### config.mk
export PLATFORM = sky130hd
export DESIGN_NAME = dmem_port_arbiter_flat
export DESIGN_NICKNAME = d
export VERILOG_FILES = /design/src/rtl/dmem_port_arbiter_if.sv /design/src/rtl/dmem_port_arbiter.sv /design/src/flat_wrapper.sv
export SDC_FILE = /design/constraint.sdc
export NUM_CORES = 1
export LEC_CHECK = 0
export CORE_AREA = 2 2 119 121
export DETAILED_ROUTE_END_ITERATION = 6
export DIE_AREA = 0 0 121 123
export SLEW_MARGIN = 20
export SYNTH_ARGS = -nofsm -noshare
export SYNTH_HDL_FRONTEND = slang
export SYNTH_SLANG_ARGS = --single-unit
### constraint.sdc
create_clock -name clk -period 7.55 [get_ports clk]
set_clock_uncertainty 0.05 [all_clocks]
set_input_delay 2.265 -clock clk [delete_from_list [all_inputs] [get_ports clk]]
set_output_delay 2.265 -clock clk [all_outputs]
set_load 0.005 [all_outputs]
### src/rtl/dmem_port_arbiter_if.sv
// Data-memory sharing bundle between the core load/store path, the debug
// port and the data memory itself.
//
// Handshake: the debug side holds dbg_valid and its addr/we/wdata/lock stable
// until it sees dbg_ready high in the same cycle; the transfer happens on the
// rising edge where dbg_valid && dbg_ready. Read data comes back one edge
// later as a single-cycle dbg_rvalid pulse with dbg_rdata. The CPU side has no
// ready: cpu_stall tells the core to hold its PC and regfile write instead.
interface dmem_port_arbiter_if #(
   parameter int ADDR_W = 32,
   parameter int DATA_W = 32
);
   logic              cpu_req;
   logic              cpu_we;
   logic [ADDR_W-1:0] cpu_addr;
   logic [DATA_W-1:0] cpu_wdata;
   logic [DATA_W-1:0] cpu_rdata;
   logic              cpu_stall;

   logic              dbg_valid;
   logic              dbg_we;
   logic              dbg_lock;
   logic [ADDR_W-1:0] dbg_addr;
   logic [DATA_W-1:0] dbg_wdata;
   logic              dbg_ready;
   logic              dbg_rvalid;
   logic [DATA_W-1:0] dbg_rdata;

   logic              mem_we;
   logic [ADDR_W-1:0] mem_addr;
   logic [DATA_W-1:0] mem_wd;
   logic [DATA_W-1:0] mem_rd;

   // Arbiter side
   modport slave (
      input  cpu_req, cpu_we, cpu_addr, cpu_wdata,
      output cpu_rdata, cpu_stall,
      input  dbg_valid, dbg_we, dbg_lock, dbg_addr, dbg_wdata,
      output dbg_ready, dbg_rvalid, dbg_rdata,
      output mem_we, mem_addr, mem_wd,
      input  mem_rd
   );

   // Core / debug host / memory side
   modport master (
      output cpu_req, cpu_we, cpu_addr, cpu_wdata,
      input  cpu_rdata, cpu_stall,
      output dbg_valid, dbg_we, dbg_lock, dbg_addr, dbg_wdata,
      input  dbg_ready, dbg_rvalid, dbg_rdata,
      input  mem_we, mem_addr, mem_wd,
      output mem_rd
   );
endinterface

### src/rtl/dmem_port_arbiter.sv
// dmem_port_arbiter: one-grant-per-cycle arbiter sharing the data memory
// between the CPU load/store path and a debug/loader port. A pending debug
// request may lose to the CPU at most MAX_WAIT (1..15) consecutive cycles
// before it is forced through; dbg_lock keeps debug ownership across a burst.
// Optional build macro DMEM_ARB_STATS_EN adds saturating stall_cnt and
// dbg_xfer_cnt counters.
module dmem_port_arbiter #(
   parameter int ADDR_W   = 32,
   parameter int DATA_W   = 32,
   parameter int MAX_WAIT = 4
) (
   input  logic                clk,
   input  logic                rst,
   dmem_port_arbiter_if.slave  bus,
   output logic                state_dbg,
   output logic [3:0]          wait_cnt_dbg
`ifdef DMEM_ARB_STATS_EN
   ,
   output logic [15:0]         stall_cnt,
   output logic [15:0]         dbg_xfer_cnt
`endif
);

   typedef enum logic {ARB = 1'b0, LOCKED = 1'b1} state_t;

   localparam logic [3:0] MAX_W4 = 4'(MAX_WAIT);

   state_t            state_q, state_d;
   logic [3:0]        wait_cnt_q, wait_cnt_d;
   logic              rvalid_q, rvalid_d;
   logic [DATA_W-1:0] rdata_q, rdata_d;

   logic              dbg_gnt;
   logic              dbg_xfer;
   logic [ADDR_W-1:0] mux_addr;
   logic [DATA_W-1:0] mux_wd;
   logic              mux_we;

   // Grant decision: lock owns the memory, otherwise an idle CPU or an
   // exhausted wait budget hands it to the debug port.
   always_comb begin
      dbg_gnt  = (state_q == LOCKED) ||
                 (bus.dbg_valid && (!bus.cpu_req || wait_cnt_q == MAX_W4));
      dbg_xfer = dbg_gnt && bus.dbg_valid;
   end

   // Memory port mux follows the grant.
   always_comb begin
      if (dbg_gnt) begin
         mux_we   = bus.dbg_valid && bus.dbg_we;
         mux_addr = bus.dbg_addr;
         mux_wd   = bus.dbg_wdata;
      end else begin
         mux_we   = bus.cpu_req && bus.cpu_we;
         mux_addr = bus.cpu_addr;
         mux_wd   = bus.cpu_wdata;
      end
   end

   assign bus.mem_we     = mux_we;
   assign bus.mem_addr   = mux_addr;
   assign bus.mem_wd     = mux_wd;
   assign bus.cpu_rdata  = bus.mem_rd;
   assign bus.cpu_stall  = bus.cpu_req && dbg_gnt;
   assign bus.dbg_ready  = dbg_xfer;
   assign bus.dbg_rvalid = rvalid_q;
   assign bus.dbg_rdata  = rdata_q;
   assign state_dbg      = state_q;
   assign wait_cnt_dbg   = wait_cnt_q;

   // Next-state: lock transitions, wait budget and debug read capture.
   always_comb begin
      state_d    = state_q;
      wait_cnt_d = wait_cnt_q;
      rvalid_d   = 1'b0;
      rdata_d    = rdata_q;

      case (state_q)
         ARB: if (dbg_xfer && bus.dbg_lock) state_d = LOCKED;
         LOCKED: begin
            // Lock is released by the last beat or by an idle unlocked cycle.
            if ((dbg_xfer && !bus.dbg_lock) || (!bus.dbg_valid && !bus.dbg_lock))
               state_d = ARB;
         end
         default: state_d = ARB;
      endcase

      if (dbg_xfer || !bus.dbg_valid || state_q == LOCKED)
         wait_cnt_d = 4'd0;
      else if (wait_cnt_q < MAX_W4)
         wait_cnt_d = wait_cnt_q + 4'd1;

      if (dbg_xfer && !bus.dbg_we) begin
         rvalid_d = 1'b1;
         rdata_d  = bus.mem_rd;
      end
   end

   // FSM and registered debug read outputs.
   always_ff @(posedge clk or posedge rst) begin
      if (rst) begin
         state_q    <= ARB;
         wait_cnt_q <= 4'd0;
         rvalid_q   <= 1'b0;
         rdata_q    <= '0;
      end else begin
         state_q    <= state_d;
         wait_cnt_q <= wait_cnt_d;
         rvalid_q   <= rvalid_d;
         rdata_q    <= rdata_d;
      end
   end

`ifdef DMEM_ARB_STATS_EN
   logic [15:0] stall_cnt_q, stall_cnt_d;
   logic [15:0] xfer_cnt_q, xfer_cnt_d;

   // Saturating statistics counters.
   always_comb begin
      stall_cnt_d = stall_cnt_q;
      xfer_cnt_d  = xfer_cnt_q;
      if (bus.cpu_stall && stall_cnt_q != 16'hFFFF) stall_cnt_d = stall_cnt_q + 16'd1;
      if (dbg_xfer && xfer_cnt_q != 16'hFFFF)       xfer_cnt_d  = xfer_cnt_q + 16'd1;
   end

   // Statistics registers.
   always_ff @(posedge clk or posedge rst) begin
      if (rst) begin
         stall_cnt_q <= 16'd0;
         xfer_cnt_q  <= 16'd0;
      end else begin
         stall_cnt_q <= stall_cnt_d;
         xfer_cnt_q  <= xfer_cnt_d;
      end
   end

   assign stall_cnt    = stall_cnt_q;
   assign dbg_xfer_cnt = xfer_cnt_q;
`endif

endmodule

### src/flat_wrapper.sv
// flat-port wrapper written by rule: the top's interface ports become plain ports
module dmem_port_arbiter_flat 
#(
   parameter int ADDR_W   = 32,
   parameter int DATA_W   = 32,
   parameter int MAX_WAIT = 4
)
  (clk, rst, state_dbg, wait_cnt_dbg, bus_cpu_req, bus_cpu_we, bus_cpu_addr, bus_cpu_wdata, bus_cpu_rdata, bus_cpu_stall, bus_dbg_valid, bus_dbg_we, bus_dbg_lock, bus_dbg_addr, bus_dbg_wdata, bus_dbg_ready, bus_dbg_rvalid, bus_dbg_rdata, bus_mem_we, bus_mem_addr, bus_mem_wd, bus_mem_rd);
  dmem_port_arbiter_if #(.ADDR_W(ADDR_W), .DATA_W(DATA_W)) bus_i ();
  input  logic clk;
  input  logic rst;
  output logic state_dbg;
  output logic [3:0] wait_cnt_dbg;
  input wire logic [$bits(bus_i.cpu_req)-1:0] bus_cpu_req;
  input wire logic [$bits(bus_i.cpu_we)-1:0] bus_cpu_we;
  input wire logic [$bits(bus_i.cpu_addr)-1:0] bus_cpu_addr;
  input wire logic [$bits(bus_i.cpu_wdata)-1:0] bus_cpu_wdata;
  output wire logic [$bits(bus_i.cpu_rdata)-1:0] bus_cpu_rdata;
  output wire logic [$bits(bus_i.cpu_stall)-1:0] bus_cpu_stall;
  input wire logic [$bits(bus_i.dbg_valid)-1:0] bus_dbg_valid;
  input wire logic [$bits(bus_i.dbg_we)-1:0] bus_dbg_we;
  input wire logic [$bits(bus_i.dbg_lock)-1:0] bus_dbg_lock;
  input wire logic [$bits(bus_i.dbg_addr)-1:0] bus_dbg_addr;
  input wire logic [$bits(bus_i.dbg_wdata)-1:0] bus_dbg_wdata;
  output wire logic [$bits(bus_i.dbg_ready)-1:0] bus_dbg_ready;
  output wire logic [$bits(bus_i.dbg_rvalid)-1:0] bus_dbg_rvalid;
  output wire logic [$bits(bus_i.dbg_rdata)-1:0] bus_dbg_rdata;
  output wire logic [$bits(bus_i.mem_we)-1:0] bus_mem_we;
  output wire logic [$bits(bus_i.mem_addr)-1:0] bus_mem_addr;
  output wire logic [$bits(bus_i.mem_wd)-1:0] bus_mem_wd;
  input wire logic [$bits(bus_i.mem_rd)-1:0] bus_mem_rd;
  assign bus_i.cpu_req = bus_cpu_req;
  assign bus_i.cpu_we = bus_cpu_we;
  assign bus_i.cpu_addr = bus_cpu_addr;
  assign bus_i.cpu_wdata = bus_cpu_wdata;
  assign bus_cpu_rdata = bus_i.cpu_rdata;
  assign bus_cpu_stall = bus_i.cpu_stall;
  assign bus_i.dbg_valid = bus_dbg_valid;
  assign bus_i.dbg_we = bus_dbg_we;
  assign bus_i.dbg_lock = bus_dbg_lock;
  assign bus_i.dbg_addr = bus_dbg_addr;
  assign bus_i.dbg_wdata = bus_dbg_wdata;
  assign bus_dbg_ready = bus_i.dbg_ready;
  assign bus_dbg_rvalid = bus_i.dbg_rvalid;
  assign bus_dbg_rdata = bus_i.dbg_rdata;
  assign bus_mem_we = bus_i.mem_we;
  assign bus_mem_addr = bus_i.mem_addr;
  assign bus_mem_wd = bus_i.mem_wd;
  assign bus_i.mem_rd = bus_mem_rd;
  dmem_port_arbiter #(.ADDR_W(ADDR_W), .DATA_W(DATA_W), .MAX_WAIT(MAX_WAIT)) u_core (.clk(clk), .rst(rst), .bus(bus_i), .state_dbg(state_dbg), .wait_cnt_dbg(wait_cnt_dbg));
endmodule
==> Yosys cells after proc, flatten, opt, wreduce, memory -nomap -nowiden <==
Cells that the tools add are included.
W data, S select, Z words.
{ "totals": {"elab_cells": 36, "ff_bits": 38, "out_inout_bits": 137} }
{ "op_classes": {"order_cmp": 1, "n_eq_ne": 1, "muxes": 9, "reduce_logical": 19, "n_addsub": 1, "n_bitwise": 1} }
{ "ops": {"columns": ["op", "n"], "rows": [
  ["$mux W32", 2],
  ["$logic_and A1 B1 Y1", 9],
  ["$mux W4", 2],
  ["$logic_or A1 B1 Y1", 5],
  ["$add A4 B1 Y4 const B", 1],
  ["$eq A4 B3 Y1 const B", 1],
  ["$logic_not A1 Y1", 4],
  ["$lt A4 B3 Y1 const B", 1],
  ["$mux W1", 4],
  ["$pmux W1 S2", 1],
  ["$reduce_bool A2 Y1", 1],
  ["$not A1 Y1", 1]
]} }

==> Logic depth before layout (Yosys ltp) <==
{ "depth": {"depth_word": 9, "mapped_depth": 7, "depth_no_buf": 5} }

==> Worst setup path before layout <==
OpenSTA, ideal clock, no wires.
{ "synth_path": {"path_kind": "input to output", "start": "input bus_dbg_valid", "end": "output bus_mem_addr[0]", "stages": 5, "setup_slack_ns": 2.010, "n_path_buf": 2, "t_arrival_ns": 3.225, "cell_sequence": "inv_1 > o211a_1 > buf_2 > buf_2 > mux2_2"} }
{ "synth_via": {"elab_chain_len": 3} }
{ "synth_lines": {"columns": ["element", "line_no", "source"], "rows": [
  ["start, declared", "flat_wrapper.sv:20", "input wire logic [$bits(bus_i.dbg_valid)-1:0] bus_dbg_valid;"],
  ["$logic_and A1 B1 Y1", "dmem_port_arbiter.sv:43", "(bus.dbg_valid && (!bus.cpu_req || wait_cnt_q == MAX_W4));"],
  ["$logic_or A1 B1 Y1", "dmem_port_arbiter.sv:42", "dbg_gnt = (state_q == LOCKED) ||"],
  ["$mux W32", "dmem_port_arbiter.sv:49", "if (dbg_gnt) begin"],
  ["end, declared", "flat_wrapper.sv:29", "output wire logic [$bits(bus_i.mem_addr)-1:0] bus_mem_addr;"]
]} }
Every way passes these cells.

==> Worst setup path after layout <==
{ "layout_path": {"start": "input bus_dbg_valid", "end": "output bus_mem_addr[13]"} }
The elaborated chain is that of the path after synthesis.

==> reports/metrics.yaml <==
yosys:
  synthTopCellsByArea: "mux2_2 (43%), dfrtp_1 (37%), buf_4 (9.4%)"
  syn_area_per_cell_um2: 12.6
  seq_area_frac_synth_pct: 37.4
  yosysTopAreaCellShare_pct: 42.5
  synth_area_leader_cell: "mux2_2"
  synth_cell_types: 20
  syn-cell-area_um2: 2540
  ys.warnings.count: 0
  syn_inst: 201
  syn_nets: 370
  ys_seq_elements: 38
finish:
  syn_to_final_growth_pct: 124
  fin_util_pct: 41.9
  fill_cells: 1309
  antennaDiodeCount: 0
  fin_nets: 640
  fin_area_um2: 5700
  drive_gt1_share_pct: 23.1
timing:
  drv_slew: 0
  finalSetupTns_ps: 0
  final_hold_viol_count: 0
  fin_ws_ps: 582
  timing.slew.headroom_pct: 51.1
  worst_pin_slew_ps: 733
  rsz0062_at_grt: "false"
  setup_viol: 0
  fin_crit_ps: 6970
  post-route-period-util_pct: 92.3
  fmax_ghz: 0.144
clocking:
  cts.sinks: 38
  postCtsResizedCells: 0
  cts_buffers: 5
  cts_tree: "done"
  clk_pin_slew_worst_paths_ps: 60
  cts_setup_buffers: 0
  hold_buffers: 0
  clock_latency_ps: 270
  htree_levels: 2
  root_buffer: "clkbuf_16"
  cts.path.max_buffers: 2
floorplanning:
  start_util_pct: 18.7
  io_pins: 304
  die_w_um: 121
  dieHeight_um: 123
  rows: 43
  die_area_um2: 14900
  core_area_um2: 13600
global_route:
  antenna_found_initial: 0
  grt_usage_pct: 13.8
  grt_pass1_wl_um: 15400
  grt_pass1_vias: 2658
  grt_remaining_overflow: 0
  grt_max_degree: 44
power_and_ir_drop:
  combPwrFrac_pct: 43.1
  leakagePower_nw: 2.21
  pwr-share-clk_pct: 27.6
  power_switching_w: 0.000201
  power.density_nw_per_um2: 153
  switching_share_pct: 22.9
  ir_drop_uv: 75.3
  seqPwrFrac_pct: 29.3
  internal-power_w: 0.000674
critical_path:
  cpPeakStageDelay_ps: 590
  cp-end-kind: "output port"
  slowest_stage: "o211a_4"
  cp_common_cell: "clkdlybuf4s50_1"
  required_ps: 5240
  critPathLaunchType: "input pin"
  crit_arrival_ps: 4650
  critical_path_class: "in -> out"
  worstPathCellList: "clkdlybuf4s50_1, inv_1, o211a_4, buf_12, mux2_2, clkdlybuf4s50_1"
  cp_max_fo: 43
detailed_routing:
  routed_wl_um: 11200
  routed_via_density: 3.95
  vias: 2569
  drt_iter0_drc: 53
  avgRoutedWirePerCell_um: 17.2
  drc_errors: 0
  antenna_left: 0
  drt_first_pass_iters: 4
place:
  io_buffers: 303
  place_hpwl_um: 9730
  dp_slack_ps: 539
  gp_congestion: 0.804
  placed_area_um2: 5530
status:
  run_status: "finished clean"
worst_hold_path:
  hp-class: "reg -> reg"
run:
  drv_cap: 0
[cell type report]
type	count	area, um2	share of cell area [%]
repair buffers	306	3070	53.8
multi-input cells	114	1260	22.2
flip-flops and latches	38	951	16.7
well taps	180	225	3.95
clock buffers	6	139	2.44
clock inverters	1	30.0	0.527
inverters	6	22.5	0.395
[placed cells by master, fill, tap and decap left out, drive strengths merged]
cell type and instances:
clkdlybuf4s50 303, mux2 97, dfrtp 38, inv 6, clkbuf 6, and3 3
buf 3, nor2b 2, ha 2, nand3b 1, a311oi 1, nand4b 1
o211a 1, a31oi 1, a32o 1, nor2 1, xnor2 1, a21oi 1
nor3b 1, bufinv 1
[worst max-delay path, delay by kind of cell]
family | cells | cell delay [ps]
AO/OA/AOI/OAI | 1 | 590
buffers and inverters | 4 | 1420
multiplexers | 1 | 350
[metal layers]
layer,vias to the layer above,global-route usage (%),share of wire [%]
met4,0,3.05,0.63
met1,1189,13.9,34
met2,154,27.2,56
met3,4,4.52,9.3
li1,1222,-,-
met5,-,0,0
[stage by stage]
stage,hold slack [ps],power (W),std cells
after global routing,470,0.000922,651
after CTS,450,0.000892,651
after global placement,427,0.000640,644
final,450,0.000874,651
after detailed placement,436,0.000642,644
after floorplan,433,0.000382,201
[registers in the layout, indices dropped and copies added, names as in the netlist]
name and flops:
u_core.wait_cnt_dbg 4, u_core.bus.dbg_rvalid 1, u_core.bus.dbg_rdata 32, u_core.state_dbg 1
[cell usage after synthesis]
cell and n:
nand3b_4 1, nor3b_1 1, and3_1 3, buf_2 8, a21oi_1 1, mux2_2 96
nand4b_1 1, a311oi_4 1, nor2b_1 2, mux2_1 1, nor2_1 1, ha_1 2
dfrtp_1 38, buf_4 32, buf_6 3, o211a_1 1, xnor2_1 1, inv_1 6
a31oi_1 1, a32o_1 1
[logic make-up after synthesis]
family	Yosys count	synth area share, %
multiplexers	97	43.0
buffers and inverters	49	13.2
flip-flops	38	37.4
AND/OR/NAND/NOR	9	2.81
AO/OA/AOI/OAI	5	2.26
adder cells (fa/ha/maj)	2	0.984
XOR/XNOR	1	0.345
[power by group through the flow]
stage	combinational (W)	sequential, W	clock, W
6_report	0.000377	0.000256	0.000241
5_1_grt	0.000401	0.000262	0.000259
4_1_cts	0.000384	0.000257	0.000252
3_5_place_dp	0.000382	0.000260	0
3_3_place_gp	0.000380	0.000260	0
2_1_floorplan	0.000119	0.000264	0
[worst paths after layout]
kind / start / to / slack, ps / cells past startpoint
max in group asynchronous: rst / u_core.bus.dbg_rdata[12] / 4330 / 3
worst min register to register: u_core.bus.dbg_rdata[28] / u_core.bus.dbg_rdata[28] / 450 / 1
worst max register to register: u_core.wait_cnt_dbg[0] / u_core.bus.dbg_rdata[25] / 5410 / 6
worst max-delay path: bus_dbg_valid / bus_mem_addr[13] / 580 / 6
min in group asynchronous: rst / u_core.bus.dbg_rdata[17] / 2370 / 2
worst min-delay path: u_core.bus.dbg_rdata[28] / u_core.bus.dbg_rdata[28] / 450 / 1
(Power assumes the default switching activity.)
